$ cat src/rtl/ex_mem_pkg.sv
// Shared constants and payload type for the EX->MEM pipeline register.
package ex_mem_pkg;

    localparam int unsigned REG_W       = 32;
    localparam int unsigned REG_ADDR_W  = 5;
    localparam int unsigned DREG_W      = 64;
    localparam int unsigned ALUOP_W     = 8;
    localparam int unsigned STALL_W     = 6;

    localparam logic                  RST_ENABLE    = 1'b1;
    localparam logic                  STOP          = 1'b1;
    localparam logic                  NO_STOP       = 1'b0;
    localparam logic                  WRITE_DISABLE = 1'b0;
    localparam logic [REG_W-1:0]      ZERO_WORD     = '0;
    localparam logic [REG_ADDR_W-1:0] NOP_REG_ADDR  = '0;
    localparam logic [ALUOP_W-1:0]    EXE_NOP_OP    = '0;

    // Everything that travels from EX into MEM as one unit.
    typedef struct packed {
        logic [REG_ADDR_W-1:0] wd;
        logic                  wreg;
        logic [REG_W-1:0]      wdata;
        logic                  whilo;
        logic [REG_W-1:0]      hi;
        logic [REG_W-1:0]      lo;
        logic [ALUOP_W-1:0]    aluop;
        logic [REG_W-1:0]      mem_addr;
        logic [REG_W-1:0]      reg2;
    } ex_mem_payload_t;

    // The payload that makes MEM perform no work.
    localparam ex_mem_payload_t PAYLOAD_NOP = '{
        wd:       NOP_REG_ADDR,
        wreg:     WRITE_DISABLE,
        wdata:    ZERO_WORD,
        whilo:    WRITE_DISABLE,
        hi:       ZERO_WORD,
        lo:       ZERO_WORD,
        aluop:    EXE_NOP_OP,
        mem_addr: ZERO_WORD,
        reg2:     ZERO_WORD
    };

endpackage

$ cat src/rtl/ex_mem.sv
// EX->MEM pipeline register with stall/flush handling and the madd/msub
// accumulator that EX feeds back to itself across multi-cycle operations.
module ex_mem
    import ex_mem_pkg::*;
#(
    parameter int unsigned EX_STALL_IDX  = 3,
    parameter int unsigned MEM_STALL_IDX = 4
) (
    input  logic                  clk,
    input  logic                  rst,
    input  logic [STALL_W-1:0]    stall,
    input  logic                  flush,
    input  logic [REG_ADDR_W-1:0] ex_wd,
    input  logic                  ex_wreg,
    input  logic [REG_W-1:0]      ex_wdata,
    input  logic                  ex_whilo,
    input  logic [REG_W-1:0]      ex_hi,
    input  logic [REG_W-1:0]      ex_lo,
    input  logic [ALUOP_W-1:0]    ex_aluop,
    input  logic [REG_W-1:0]      ex_mem_addr,
    input  logic [REG_W-1:0]      ex_reg2,
    input  logic [DREG_W-1:0]     hilo_i,
    input  logic [1:0]            cnt_i,
    output logic [REG_ADDR_W-1:0] mem_wd,
    output logic                  mem_wreg,
    output logic [REG_W-1:0]      mem_wdata,
    output logic                  mem_whilo,
    output logic [REG_W-1:0]      mem_hi,
    output logic [REG_W-1:0]      mem_lo,
    output logic [ALUOP_W-1:0]    mem_aluop,
    output logic [REG_W-1:0]      mem_mem_addr,
    output logic [REG_W-1:0]      mem_reg2,
    output logic [DREG_W-1:0]     hilo_o,
    output logic [1:0]            cnt_o
);

    ex_mem_payload_t       payload_q;
    ex_mem_payload_t       payload_d;
    logic [DREG_W-1:0]     hilo_q;
    logic [1:0]            cnt_q;
    logic                  ex_stall;
    logic                  mem_stall;

    // Only two stall bits matter here; the rest belong to other stages.
    logic                  unused_stall;
    assign unused_stall = ^stall;

    assign ex_stall  = stall[EX_STALL_IDX];
    assign mem_stall = stall[MEM_STALL_IDX];

    // Gather the EX-side payload into one struct.
    always_comb begin
        payload_d          = PAYLOAD_NOP;
        payload_d.wd       = ex_wd;
        payload_d.wreg     = ex_wreg;
        payload_d.wdata    = ex_wdata;
        payload_d.whilo    = ex_whilo;
        payload_d.hi       = ex_hi;
        payload_d.lo       = ex_lo;
        payload_d.aluop    = ex_aluop;
        payload_d.mem_addr = ex_mem_addr;
        payload_d.reg2     = ex_reg2;
    end

    // Mode decode in priority order: reset, flush, bubble, hold, advance.
    // A MEM stall without an EX stall is non-monotone and falls into hold.
    always_ff @(posedge clk) begin
        if (rst == RST_ENABLE) begin
            payload_q <= PAYLOAD_NOP;
            hilo_q    <= '0;
            cnt_q     <= '0;
        end else if (flush) begin
            payload_q <= PAYLOAD_NOP;
            hilo_q    <= '0;
            cnt_q     <= '0;
        end else if (ex_stall == STOP && mem_stall == NO_STOP) begin
            payload_q <= PAYLOAD_NOP;
            hilo_q    <= hilo_i;
            cnt_q     <= cnt_i;
        end else if (ex_stall == STOP || mem_stall == STOP) begin
            hilo_q    <= hilo_i;
            cnt_q     <= cnt_i;
        end else begin
            payload_q <= payload_d;
            hilo_q    <= '0;
            cnt_q     <= '0;
        end
    end

    assign mem_wd       = payload_q.wd;
    assign mem_wreg     = payload_q.wreg;
    assign mem_wdata    = payload_q.wdata;
    assign mem_whilo    = payload_q.whilo;
    assign mem_hi       = payload_q.hi;
    assign mem_lo       = payload_q.lo;
    assign mem_aluop    = payload_q.aluop;
    assign mem_mem_addr = payload_q.mem_addr;
    assign mem_reg2     = payload_q.reg2;
    assign hilo_o       = hilo_q;
    assign cnt_o        = cnt_q;

endmodule

$ cat config.mk
export PLATFORM = sky130hd
export DESIGN_NAME = ex_mem
export DESIGN_NICKNAME = d
export VERILOG_FILES = /design/src/rtl/ex_mem_pkg.sv /design/src/rtl/ex_mem.sv
export SDC_FILE = /design/constraint.sdc
export NUM_CORES = 1
export LEC_CHECK = 0
export CAP_MARGIN = 0
export CORE_AREA = 10 10 185 187
export DETAILED_ROUTE_END_ITERATION = 6
export DIE_AREA = 0 0 195 197
export PLACE_DENSITY = 0.66
export SYNTH_ARGS = -nofsm -noshare
export SYNTH_HDL_FRONTEND = slang
export SYNTH_SLANG_ARGS = --single-unit
export TNS_END_PERCENT = 50
$ cat constraint.sdc
create_clock -name clk -period 1.1 [get_ports clk]
set_input_delay 0.22 -clock clk [delete_from_list [all_inputs] [get_ports clk]]
set_output_delay 0.22 -clock clk [all_outputs]
set_load 0.02 [all_outputs]
==> flow_summary.toml <==
[power_and_ir_drop]
p_leak_nw = 6.22
power_density_nw_per_um2 = 1330
p_clk_frac = 0.447
power.total_w = 0.0214
p_int_w = 0.0164
swShare = 0.234
vdd.ir_drop.worst_v = 0.000923
combinationalPowerShare = 0.128
power_frac_seq = 0.426
p_sw_w = 0.00500

[floorplanning]
die_w_um = 195
rows = 64
die_area_um2 = 38400
die_height_um = 197
coreArea_um2 = 30400
initial_core_util = 0.290
io_pins = 491

[drt]
vias = 8410
wl_per_cell_um = 19.1
dr.pass1.iters = 4
route.detailed.drc = 0
drtAntennaViolNets = 0
vias_per_cell = 4.56
initialDrtViolationCount = 268
drt_wl_total_mm = 35.3

[global_route]
grt.total_usage = 0.169
first_global_vias = 8382
antenna_found_initial = 2
grt_pass1_wl_mm = 51.8
grt_max_degree = 112
grt-ovfl-total = 0

[critical_path]
path_class = "reg2out"
arrival_ns = 1.03
slowest_delay_ns = 0.36
start_kind = "flip-flop"
cp-end-kind = "output port"
crit_chain = "buf_6"
cp_num_buf_inv = 1
critPathSlowestCell = "dfxtp_2"
crit_family = "flip-flops"
crit_fanout = 2
crit_required_ns = 0.88

[sta]
slew_headroom = 0.634
hold_viol_final = 0
period_share = 1.14
finClkSkew_ns = 0
setup_violations = 241
worst_slew_pin_slew_ns = 0.549
rsz0062_at_grt = "true"
finalSetupTns_ns = -26.02
period_needed_ns = 1.25
slew_violations = 0
worst_slack_ns = -0.155
hold_slack_ns = 0.0490
fmax_ghz = 0.797

[clock_tree]
clk_latency_ns = 0.53
cts_made_buffers = 29
clockBufferDepth = 3
cts_tree = "built"
cts_sinks = 241
hold_buffers = 0
clk_pin_slew_ns = 0.06
htree_levels = 1
cts_root_buffer = "clkbuf_16"

[run_status]
violations = "setup timing"
status = "complete, but fails checks"

[logic_synthesis]
synthesis.instances = 926
ys_seq_area_frac = 0.547
yosys-top-cells-area = "dfxtp_1 (55%), or3b_1 (17%), a21oi_1 (9.9%)"
yosysWarnings = 0
netlist_area_um2 = 8830
ys_types = 14
syn_area_per_cell_um2 = 9.53
netlist.area_leader.share = 0.547
ys_ff_latch = 241
synth_top_area_cell = "dfxtp_1"
syn-num-nets = 1176

[placement]
gp_congestion = 0.794
io_buffers = 486
dpl.hpwl_mm = 26.4

[final_layout]
area.growth.synth_to_final_pct = 82.3
final_common_cell = "clkdlybuf4s50_1"
mostFrequentLayoutCells = "clkdlybuf4s50_1 (243), dfxtp_2 (240), buf_6 (240)"
fin_nets = 1676
diodes = 0
drive_gt1_frac = 0.427
utilization = 0.529

[run]
drv_cap = 0

[hold_path]
hold_path.class = "in2reg"
state kept, by name, indices dropped and copies added (netlist names):
name,cells
mem_lo,32
mem_aluop,8
mem_wdata,32
mem_reg2,32
mem_wreg,1
mem_wd,5
cnt_o,2
mem_mem_addr,32
mem_whilo,1
mem_hi,32
hilo_o,64
worst paths after layout:
kind                            slack (ns)  cells past startpoint                            end                     startpoint
worst max-delay path                 -0.15                      1                     mem_hi[11]        mem_hi[11]$_SDFFE_PP0P_
worst min-delay path                  0.05                      3        mem_lo[18]$_SDFFE_PP0P_                       stall[4]
worst max register to register        0.31                      4  mem_mem_addr[23]$_SDFFE_PP0P_  mem_mem_addr[23]$_SDFFE_PP0P_
worst min register to register        0.45                      2   mem_mem_addr[9]$_SDFFE_PP0P_   mem_mem_addr[9]$_SDFFE_PP0P_
through the flow:
step	std cells	area [um2]	setup slack, ns
2_1_floorplan	926	8850	-0.0247
3_3_place_gp	1763	14300	-0.480
3_5_place_dp	1763	14300	-0.486
4_1_cts	1823	15400	-0.203
5_1_grt	1844	16100	-0.193
6_report	1844	16100	-0.155
metal layers:
metal / wire (um) / vias to the layer above / track usage
met2: 17400 / 346 / 0.291
met3: 4100 / 44 / 0.0808
met1: 13200 / 3838 / 0.184
met5: 28 / - / 0
li1: - / 4178 / -
met4: 622 / 4 / 0.0387
power by group through the flow:
stage | logic [W] | clock network (W) | registers, W
5_1_grt | 0.00294 | 0.0102 | 0.00914
3_3_place_gp | 0.00265 | 0 | 0.00922
6_report | 0.00274 | 0.00957 | 0.00912
4_1_cts | 0.00266 | 0.00986 | 0.00908
2_1_floorplan | 0.000785 | 0 | 0.00949
3_5_place_dp | 0.00267 | 0 | 0.00923
cell type report:
type	instances	area (um2)
clock buffers	40	847
repair buffers	561	5910
multi-input cells	593	3580
fillers	2708	14300
clock inverters	13	121
well taps	396	495
flip-flops and latches	241	5130
what timing repair did:
action	4_1_cts	5_1_grt
buffers inserted	7	21
endpoints found under the setup margin	241	244
gates resized for setup	1420	222
cell families after synthesis:
family,after synthesis,synth area share
buffers and inverters,92,0.0488
AND/OR/NAND/NOR,418,0.305
AO/OA/AOI/OAI,175,0.0992
flip-flops,241,0.547
synthesized netlist by cell type:
library cell  instances
or3b_1              168
a21oi_1             175
buf_6                 3
dfxtp_1             241
clkbuf_2             10
buf_2                31
nand2_1             175
or3b_2                7
buf_1                 8
buf_8                 1
nor3b_1              66
or2_1                 1
clkbuf_1             39
nor2_1                1
Power figures use the tool's default switching activity.
